[config.mk]
export PLATFORM = sky130hd
export DESIGN_NAME = piano_frame_scanner
export DESIGN_NICKNAME = d
export VERILOG_FILES = /design/src/rtl/piano_gfx_pkg.sv /design/src/rtl/piano_frame_scanner_key_hit_decoder.sv /design/src/rtl/piano_frame_scanner.sv
export SDC_FILE = /design/constraint.sdc
export NUM_CORES = 1
export LEC_CHECK = 0
export ABC_AREA = 1
export CORE_MARGIN = 1
export CORE_UTILIZATION = 40
export CTS_CLUSTER_DIAMETER = 120
export DETAILED_ROUTE_END_ITERATION = 8
export GPL_ROUTABILITY_DRIVEN = 1
export PLACE_DENSITY = 0.68
export RECOVER_POWER = 100
export SLEW_MARGIN = 20
export SYNTH_ARGS = -nofsm -noshare
export SYNTH_HDL_FRONTEND = slang
export SYNTH_SLANG_ARGS = --single-unit
export TNS_END_PERCENT = 10
[constraint.sdc]
create_clock -name CLOCK_50 -period 1.5 [get_ports CLOCK_50]
set_clock_uncertainty 0.1 [all_clocks]
set_input_delay 0.3 -clock CLOCK_50 [delete_from_list [all_inputs] [get_ports CLOCK_50]]
set_output_delay 0.3 -clock CLOCK_50 [all_outputs]
set_load 0.02 [all_outputs]
[src/rtl/piano_gfx_pkg.sv]
// piano_gfx_pkg: shared colours, default geometry, FSM states and address-width helper
package piano_gfx_pkg;

    localparam logic [2:0] COL_BLACK  = 3'b000;
    localparam logic [2:0] COL_WHITE  = 3'b111;
    localparam logic [2:0] COL_PRESS  = 3'b001;
    localparam logic [2:0] COL_PROMPT = 3'b100;

    localparam int DEF_WIDTH    = 160;
    localparam int DEF_HEIGHT   = 120;
    localparam int DEF_NUM_KEYS = 24;
    localparam int DEF_KEY_X0   = 8;
    localparam int DEF_KEY_Y0   = 40;
    localparam int DEF_KEY_W    = 6;

    typedef enum logic [1:0] {
        S_IDLE,
        S_SCAN,
        S_FLUSH
    } scan_state_t;

    function automatic int addr_w(input int w, input int h);
        return $clog2(w * h);
    endfunction

endpackage

[src/rtl/piano_frame_scanner_key_hit_decoder.sv]
// key_hit_decoder: follows the S0 x counter with column/key counters (no divider) and registers {hit, key_idx} into S1
module key_hit_decoder
    import piano_gfx_pkg::*;
#(
    parameter int WIDTH    = DEF_WIDTH,
    parameter int HEIGHT   = DEF_HEIGHT,
    parameter int NUM_KEYS = DEF_NUM_KEYS,
    parameter int KEY_X0   = DEF_KEY_X0,
    parameter int KEY_Y0   = DEF_KEY_Y0,
    parameter int KEY_W    = DEF_KEY_W
) (
    input  logic                          CLOCK_50,
    input  logic                          resetn,
    input  logic                          clear,
    input  logic                          step,
    input  logic [$clog2(WIDTH)-1:0]      x,
    input  logic [$clog2(HEIGHT)-1:0]     y,
    output logic                          hit,
    output logic [$clog2(NUM_KEYS)-1:0]   key_idx
);

    localparam int XW = $clog2(WIDTH);
    localparam int YW = $clog2(HEIGHT);
    localparam int KW = $clog2(NUM_KEYS);
    localparam int IW = $clog2(NUM_KEYS + 1);
    localparam int CW = $clog2(KEY_W + 1);
    localparam logic [XW-1:0] X0       = XW'(KEY_X0);
    localparam logic [XW-1:0] X_LAST   = XW'(WIDTH - 1);
    localparam logic [YW-1:0] Y0       = YW'(KEY_Y0);
    localparam logic [IW-1:0] IDX_END  = IW'(NUM_KEYS);
    localparam logic [CW-1:0] COL_LAST = CW'(KEY_W - 1);

    logic [CW-1:0] col;
    logic [IW-1:0] idx;
    logic          in_keys;

    assign in_keys = (x >= X0) && (idx != IDX_END);

    // column and key index of the pixel currently in S0; restart at each line and frame
    always_ff @(posedge CLOCK_50 or negedge resetn) begin
        if (!resetn) begin
            col <= '0;
            idx <= '0;
        end else if (clear || (step && x == X_LAST)) begin
            col <= '0;
            idx <= '0;
        end else if (step && in_keys) begin
            col <= (col == COL_LAST) ? '0 : col + 1'b1;
            idx <= (col == COL_LAST) ? idx + 1'b1 : idx;
        end
    end

    // hand the decode to S1 alongside the ROM read
    always_ff @(posedge CLOCK_50 or negedge resetn) begin
        if (!resetn) begin
            hit     <= 1'b0;
            key_idx <= '0;
        end else begin
            hit     <= in_keys && (y >= Y0);
            key_idx <= idx[KW-1:0];
        end
    end

endmodule

[src/rtl/piano_frame_scanner.sv]
// piano_frame_scanner: raster-scans the keyboard ROM image and overlays pressed keys for vga_adapter;
// optional prompt-key highlight when PIANO_SCAN_PROMPT_EN is defined
module piano_frame_scanner
    import piano_gfx_pkg::*;
#(
    parameter int WIDTH    = DEF_WIDTH,
    parameter int HEIGHT   = DEF_HEIGHT,
    parameter int COLOUR_W = 3,
    parameter int NUM_KEYS = DEF_NUM_KEYS,
    parameter int KEY_X0   = DEF_KEY_X0,
    parameter int KEY_Y0   = DEF_KEY_Y0,
    parameter int KEY_W    = DEF_KEY_W,
    parameter logic [COLOUR_W-1:0] PRESS_COLOUR = COL_PRESS,
    parameter logic [COLOUR_W-1:0] OUTLINE_COL  = COL_BLACK
`ifdef PIANO_SCAN_PROMPT_EN
    , parameter logic [COLOUR_W-1:0] PROMPT_COLOUR = COL_PROMPT
`endif
) (
    input  logic                               CLOCK_50,
    input  logic                               resetn,
    input  logic [NUM_KEYS-1:0]                key_mask,
    input  logic                               frame_req,
`ifdef PIANO_SCAN_PROMPT_EN
    input  logic                               prompt_valid,
    input  logic [$clog2(NUM_KEYS)-1:0]        prompt_key,
`endif
    output logic [addr_w(WIDTH, HEIGHT)-1:0]   rom_addr,
    input  logic [COLOUR_W-1:0]                rom_data,
    output logic [$clog2(WIDTH)-1:0]           x,
    output logic [$clog2(HEIGHT)-1:0]          y,
    output logic [COLOUR_W-1:0]                colour,
    output logic                               plot,
    output logic                               busy,
    output logic                               frame_done
);

    localparam int XW = $clog2(WIDTH);
    localparam int YW = $clog2(HEIGHT);
    localparam int KW = $clog2(NUM_KEYS);
    localparam logic [XW-1:0] X_LAST = XW'(WIDTH - 1);
    localparam logic [YW-1:0] Y_LAST = YW'(HEIGHT - 1);

    scan_state_t         state, state_n;
    logic [XW-1:0]       sx, x1;
    logic [YW-1:0]       sy, y1;
    logic [NUM_KEYS-1:0] mask_snap;
    logic [KW-1:0]       idx1;
    logic [COLOUR_W-1:0] pix_col;
    logic                pending, flush_cnt, start, last_pix, change, v1, hit1, pressed;

`ifdef PIANO_SCAN_PROMPT_EN
    logic          pv_snap, prompted;
    logic [KW-1:0] pk_snap;
    assign change   = (key_mask != mask_snap) || (prompt_valid != pv_snap) ||
                      (prompt_valid && prompt_key != pk_snap);
    assign prompted = hit1 && pv_snap && (idx1 == pk_snap) && (rom_data != OUTLINE_COL);
`else
    assign change   = key_mask != mask_snap;
`endif

    assign last_pix = (sx == X_LAST) && (sy == Y_LAST);
    assign busy     = state != S_IDLE;
    assign pressed  = hit1 && mask_snap[idx1] && (rom_data != OUTLINE_COL);

`ifdef PIANO_SCAN_PROMPT_EN
    assign pix_col = pressed ? PRESS_COLOUR : prompted ? PROMPT_COLOUR : rom_data;
`else
    assign pix_col = pressed ? PRESS_COLOUR : rom_data;
`endif

    // frame state register
    always_ff @(posedge CLOCK_50 or negedge resetn) begin
        if (!resetn)
            state <= S_IDLE;
        else
            state <= state_n;
    end

    // next state: start on any pending redraw, drain two pipeline cycles after the last pixel
    always_comb begin
        start   = (state == S_IDLE) && (pending || frame_req || change);
        state_n = state;
        if (start)
            state_n = S_SCAN;
        else if (state == S_SCAN && last_pix)
            state_n = S_FLUSH;
        else if (state == S_FLUSH && flush_cnt)
            state_n = S_IDLE;
    end

    // S0: scan counters, ROM address, snapshots and the collapsed redraw request
    always_ff @(posedge CLOCK_50 or negedge resetn) begin
        if (!resetn) begin
            sx        <= '0;
            sy        <= '0;
            rom_addr  <= '0;
            mask_snap <= '0;
            pending   <= 1'b1;
            flush_cnt <= 1'b0;
`ifdef PIANO_SCAN_PROMPT_EN
            pv_snap   <= 1'b0;
            pk_snap   <= '0;
`endif
        end else begin
            if (start) begin
                sx        <= '0;
                sy        <= '0;
                rom_addr  <= '0;
                mask_snap <= key_mask;
                pending   <= 1'b0;
`ifdef PIANO_SCAN_PROMPT_EN
                pv_snap   <= prompt_valid;
                pk_snap   <= prompt_key;
`endif
            end else begin
                if (state != S_IDLE && (frame_req || change))
                    pending <= 1'b1;
                if (state == S_SCAN && !last_pix) begin
                    sx       <= (sx == X_LAST) ? '0 : sx + 1'b1;
                    sy       <= (sx == X_LAST) ? sy + 1'b1 : sy;
                    rom_addr <= rom_addr + 1'b1;
                end
            end
            flush_cnt <= (state == S_FLUSH) ? !flush_cnt : 1'b0;
        end
    end

    // S1: coordinates travel with the ROM read
    always_ff @(posedge CLOCK_50 or negedge resetn) begin
        if (!resetn) begin
            v1 <= 1'b0;
            x1 <= '0;
            y1 <= '0;
        end else begin
            v1 <= state == S_SCAN;
            x1 <= sx;
            y1 <= sy;
        end
    end

    // S2: registered pixel towards vga_adapter and end-of-frame pulse
    always_ff @(posedge CLOCK_50 or negedge resetn) begin
        if (!resetn) begin
            x          <= '0;
            y          <= '0;
            colour     <= '0;
            plot       <= 1'b0;
            frame_done <= 1'b0;
        end else begin
            x          <= x1;
            y          <= y1;
            colour     <= pix_col;
            plot       <= v1;
            frame_done <= (state == S_FLUSH) && flush_cnt;
        end
    end

    key_hit_decoder #(
        .WIDTH(WIDTH), .HEIGHT(HEIGHT), .NUM_KEYS(NUM_KEYS),
        .KEY_X0(KEY_X0), .KEY_Y0(KEY_Y0), .KEY_W(KEY_W)
    ) u_hit (
        .CLOCK_50(CLOCK_50),
        .resetn(resetn),
        .clear(start),
        .step(state == S_SCAN),
        .x(sx),
        .y(sy),
        .hit(hit1),
        .key_idx(idx1)
    );

endmodule
# [Word-level counts from Yosys, hierarchy flattened]
# Index checks and enable logic that the tools add are counted.
[totals] ff_bits=108 inputBits=30 output_inout_bits=36 wordCells=86
[classes] addsub=5 n_lt_le_gt_ge=3 eq_ne=7 muxes=23 reduce_logical=29
[op_table] operator="15-bit 2-to-1 mux" n=2
[op_table] operator="8-bit 2-to-1 mux" n=3
[op_table] operator="24-bit inequality test" n=1
[op_table] operator="7-bit 2-to-1 mux" n=3
[op_table] operator="15-bit by 1-bit adder with 15-bit output, second input constant" n=1
[op_table] operator="5-bit 2-to-1 mux" n=3
[op_table] operator="1-bit logical AND" n=12
[op_table] operator="3-bit 2-to-1 mux" n=4
[op_table] operator="2-bit nonzero test" n=6
[op_table] operator="8-bit by 1-bit adder with 8-bit output, second input constant" n=1
[op_table] operator="8-bit equality test, second input constant" n=1
[op_table] operator="8-bit by 4-bit greater-or-equal comparator with 1-bit output, second input constant" n=1
[op_table] operator="7-bit by 1-bit adder with 7-bit output, second input constant" n=1
[op_table] operator="7-bit equality test, second input constant" n=1
[op_table] operator="7-bit by 6-bit greater-or-equal comparator with 1-bit output, second input constant" n=1
[op_table] operator="5-bit by 6-bit less-than comparator with 1-bit output, second input constant" n=1
[op_table] operator="2-bit 2-to-1 mux" n=3
[op_table] operator="3-bit nonzero test" n=2
[op_table] operator="5-bit by 1-bit adder with 5-bit output, second input constant" n=1
[op_table] operator="1-bit binary-select mux with 5-bit select" n=1
[op_table] operator="5-bit inequality test, second input constant" n=1
[op_table] operator="1-bit logical OR" n=4
[op_table] operator="1-bit 2-to-1 mux" n=4
[op_table] operator="2-bit AND reduction" n=2
[op_table] operator="other kinds (6)" n=7

# [Logic depth before layout (Yosys ltp)]
# Gate-level depths: netlist (run 1).
[depth] ltp_word=6 depth_mapped=12 mapped_depth_nobuf=12

# [By module]
# From an unflattened synthesis (run 1), not the netlist that was laid out.
[hier_totals] hier_cells=630 area_unflattened_um2=5168.7
[modules_own_cells] mod="piano_frame_scanner" instances=1 cells_each=547 area_each_um2=4426.7 seq_area_each_um2=2353.5
[modules_own_cells] mod="key_hit_decoder" instances=1 cells_each=83 area_each_um2=742.0 seq_area_each_um2=350.3

# [Worst setup path before layout (run 1)]
# OpenSTA, ideal clock, no wires.
[synth_path] path_type="register to register" startpoint="reg sx[0]" endpoint="reg rom_addr[7]" setup_ps=119 arrival_ps=1423 t_required_ps=1281 slack_ps=-142 path_stages_with_launch=12 n_path_buf=0 synth_period_minus_slack_ps=1642 path_cell_list="dfrtp_1 > ha_1 > nand3_1 > nor2_1 > nand2_1 > nand2_4 > inv_4 > nand2_2 > nor2_1 > inv_1 > o21ai_1 > nor2_1"
[synth_via] elab_chain_len=5
[synth_rtl] item="from (decl)" line_no="piano_frame_scanner.sv:44" rtl="logic [XW-1:0] sx, x1;"
[synth_rtl] item="from (signal assigned)" line_no="piano_frame_scanner.sv:119" rtl="sx <= (sx == X_LAST) ? '0 : sx + 1'b1;"
[synth_rtl] item="8-bit equality test" line_no="piano_frame_scanner.sv:61" rtl="assign last_pix = (sx == X_LAST) && (sy == Y_LAST);"
[synth_rtl] item="1-bit logical AND" line_no="piano_frame_scanner.sv:61"
[synth_rtl] item="1-bit zero test" line_no="piano_frame_scanner.sv:118" rtl="if (state == S_SCAN && !last_pix) begin"
[synth_rtl] item="1-bit logical AND" line_no="piano_frame_scanner.sv:118"
[synth_rtl] item="2-bit nonzero test (no source line)"
[synth_rtl] item="to (signal assigned)" line_no="piano_frame_scanner.sv:121" rtl="rom_addr <= rom_addr + 1'b1;"
[synth_rtl] item="to (decl)" line_no="piano_frame_scanner.sv:27" rtl="output logic [addr_w(WIDTH, HEIGHT)-1:0] rom_addr,"
# Every way passes these cells.
# A chain may end at the register's enable or synchronous reset.

# [Worst setup path after layout (run 1)]
[layout_path] startpoint="reg mask_snap[17]" endpoint="reg sy[4]"
[layout_via] elab_chain_len=5 elab_cells_between_ends=7 classes_between="eq/ne: 1; mux: 1; reduce/logical: 5"
[layout_rtl] item="from (decl)" line_no="piano_frame_scanner.sv:46" rtl="logic [NUM_KEYS-1:0] mask_snap;"
[layout_rtl] item="from (signal assigned)" line_no="piano_frame_scanner.sv:109" rtl="mask_snap <= key_mask;"
[layout_rtl] item="24-bit inequality test (*)" line_no="piano_frame_scanner.sv:58" rtl="assign change = key_mask != mask_snap;"
[layout_rtl] item="1-bit logical OR (*)" line_no="piano_frame_scanner.sv:81" rtl="start = (state == S_IDLE) && (pending || frame_req || change);"
[layout_rtl] item="1-bit logical AND (*)" line_no="piano_frame_scanner.sv:81"
[layout_rtl] item="2-bit nonzero test (no source line)"
[layout_rtl] item="2-bit AND reduction (no source line)"
[layout_rtl] item="to (signal assigned)" line_no="piano_frame_scanner.sv:120" rtl="sy <= (sx == X_LAST) ? sy + 1'b1 : sy;"
[layout_rtl] item="to (decl)" line_no="piano_frame_scanner.sv:45" rtl="logic [YW-1:0] sy, y1;"
# Mark *: on every way between the ends. The rest lies on a longest branch, timed or not.

==> qor.yml, run 1 <==
critical_path:
  arrival_ns: 2.07
  crit_path_start_kind: "register"
  crit_slowest_cell: "dfrtp_1"
  critPathBufInv: 3
  cpMostUsedCell: "nand2_1"
  critical-path-top-delay-family: "simple AND/OR/NAND/NOR gates"
  crit_path_max_incr_delay_ns: 0.40
  path_class: "register to register"
  critical_path_peak_fanout: 9
  end_kind: "register"
  path_cells: "buf_4 -> nand2_1 -> o21ai_0 -> nor2_1 -> nand2_1 -> nor2_4 -> nand3_4 -> nand2_8 -> buf_12 -> buf_8 -> nand4_1 -> nand2_1"
  crit_required_ns: 1.69
status:
  status: "finished with violations"
  violations: "negative setup slack"
placement:
  place_area_um2: 6540
  port-buffer-count: 65
  hpwlAfterDp_mm: 8.59
  place_congestion: 0.832
cells_and_area:
  regArea_um2: 2700
  drive_above_1_share_pct: 23.6
  n_fill_cell: 1058
  final_area_um2: 7130
  multi_input_area_um2: 2050
  layout_commonest_cell: "nand2_1"
  finalNetCount: 791
  syn2layout_area_growth_pct: 42.0
  insertedDiodeCount: 0
  layout_common_cells: "150 x nand2_1, 107 x dfrtp_1, 71 x inv_1"
  postLayoutCoreUtil_pct: 58.9
logic_synthesis:
  syn_nets: 624
  ys_seq_area_share_pct: 53.8
  synthCells: 587
  synth-seq-cells: 108
  yosysUniqueCellTypes: 37
  ys_warn_count: 0
  synth_area_um2: 5020
  synth_area_per_cell_um2: 8.56
drt:
  drtPass1Iterations: 4
  wl_per_cell_um: 13.4
  drc: 0
  drt_iter0_drc: 330
  num_vias: 4366
  via_per_inst: 4.71
  drt-total-wl_mm: 12.4
  ant_nets: 0
power_and_ir_drop:
  power_density_nw_per_um2: 807
  leakage_nw: 3.56
  power_mw: 5.76
  ir_drop_mv: 0.459
die:
  initial_core_util_pct: 41.5
  die_h_um: 114
  boundaryPins: 66
  die_area_um2: 13000
  rows: 40
  fp.dieW_um: 114
  core_area_um2: 12100
grt:
  track_usage_pct: 19.7
  globalRouteOverflowTotal: 0
  grt_max_degree: 39
  grt_pass1_vias: 4351
  antenna_found_initial: 0
  grt_pass1_wl_mm: 20.1
timing:
  fin_crit_sh_pct: 125
  tightest_slew_ns: 0.804
  setup-tns-final_ns: -19.71
  rsz0062_at_grt: "true"
  maxSlewViolCount: 0
  finalWorstSetupSlack_ns: -0.374
  period_needed_ns: 1.87
  fmax_ghz: 0.534
  hold_viol: 0
  relSlewSlack_pct: 46.4
  setup_violations: 65
clock_network:
  cts-root-buf: "clkbuf_16"
  clkLatencyLatePin_ns: 0.36
  cts_buffer_depth: 2
  cts_tree: "done"
  numCtsBuffers: 9
  clk_pin_slew_ns: 0.07
  cts_sinks: 108
  ctsHtreeMaxLevel: 3
worst_hold_path:
  hold_path_class: "input port to register"
job:
  maxCapViolations: 0
[worst min-delay path: stages]
cell and delay, ns:
dlymetal6s2s_1 0.13, inv_1 0.07, o21ai_1 0.06
[cells in the mapped netlist (all sizes together)]
cell type	count	area, µm²
a21oi	15	75.1
nand4	15	93.8
o21ai	41	235
inv	84	318
o22ai	1	6.26
dfstp	1	26.3
nor3b	1	7.51
xnor2	5	43.8
mux2i	1	10.0
nand3	36	185
or2	3	18.8
and3	1	6.26
o21bai	3	22.5
ha	7	87.6
clkinv	1	3.75
nand2	163	639
o211ai	8	60.1
dfrtp	107	2680
a31oi	1	6.26
nor2	55	229
nor3	13	75.1
buf	13	90.1
xor2	12	105
[registers in the layout, summed over array words and instances, names as in the netlist, 5 cells and up]
signal and count:
mask_snap 24, rom_addr 15, sx 8, sy 7, u_hit.idx 5, u_hit.key_idx 5
x 8, x1 8, y 7, y1 7
[cell families after synthesis]
kind of cell / share of synthesized area (%)
AND/OR/NAND/NOR: 25.0
flip-flops: 53.8
buffers and inverters: 8.20
AO/OA/AOI/OAI: 8.07
XOR/XNOR: 2.96
adder cells (fa/ha/maj): 1.74
multiplexers: 0.199
[through the flow]
stage / hold slack [ns] / cells / worst slack, ns
final: 0.139 / 927 / -0.374
after detailed placement: 0.0777 / 893 / -0.653
after global routing: 0.155 / 927 / -0.465
after global placement: 0.0737 / 893 / -0.612
after floorplan: -0.0956 / 587 / -0.0854
after CTS: 0.239 / 913 / -0.244
[per-layer routing]
metal  share of wire [%]  vias to the layer above  track usage (%)  wire length, µm
li1                    -                     2191                -                -
met1                  45                     2062             25.5             5560
met2                  49                       97             32.8             6130
met3                 3.9                       16             4.66              482
met4                 1.7                        0             6.06              216
met5                   0                        -                0                0
[cell type report]
cell class / instances / share of cell area [%]
multi-input combinational: 381 / 28.8
clock inverter: 5 / 1.16
tap: 168 / 2.95
timing repair buffer: 169 / 20.8
clock buffer: 11 / 3.54
sequential: 108 / 37.9
inverter: 85 / 4.82
[report_power, final]
| group | internal [mW] | leakage (nW) | switching, mW |
|---|---|---|---|
| clock network | 1.56 | 0.166 | 1.06 |
| registers | 2.91 | 1.35 | 0.00114 |
| logic | 0.0960 | 2.04 | 0.127 |
| total | 4.57 | 3.56 | 1.19 |
[what timing repair did]
action | in CTS | in global routing
hold buffers | 1 | 0
cloned | 0 | 3
pin swaps | 4 | 13
setup buffers | 3 | 11
resized for setup | 78 | 59
hold endpoints to repair | 90 | 0
setup endpoints to repair | 102 | 74
[path summary, 6_finish.rpt]
check                         startpoint            end  slack (ns)  cells after the start
max                        mask_snap[17]          sy[4]       -0.37                     12
min                         key_mask[15]  mask_snap[15]        0.14                      3
max reg2reg                mask_snap[17]          sy[4]       -0.37                     12
min reg2reg                        y1[2]           y[2]        0.25                      0
max in group asynchronous         resetn        pending        0.11                      3
min in group asynchronous         resetn    rom_addr[3]        0.45                      2
Note: power is estimated with default switching activity, not from simulation.
==> run 2: changes to the inputs <==
Settings changed: CORE_MARGIN 1 to unset.
==> results of run 2 <==
The final DEF is identical to that of run 1; final timing and power are the same.
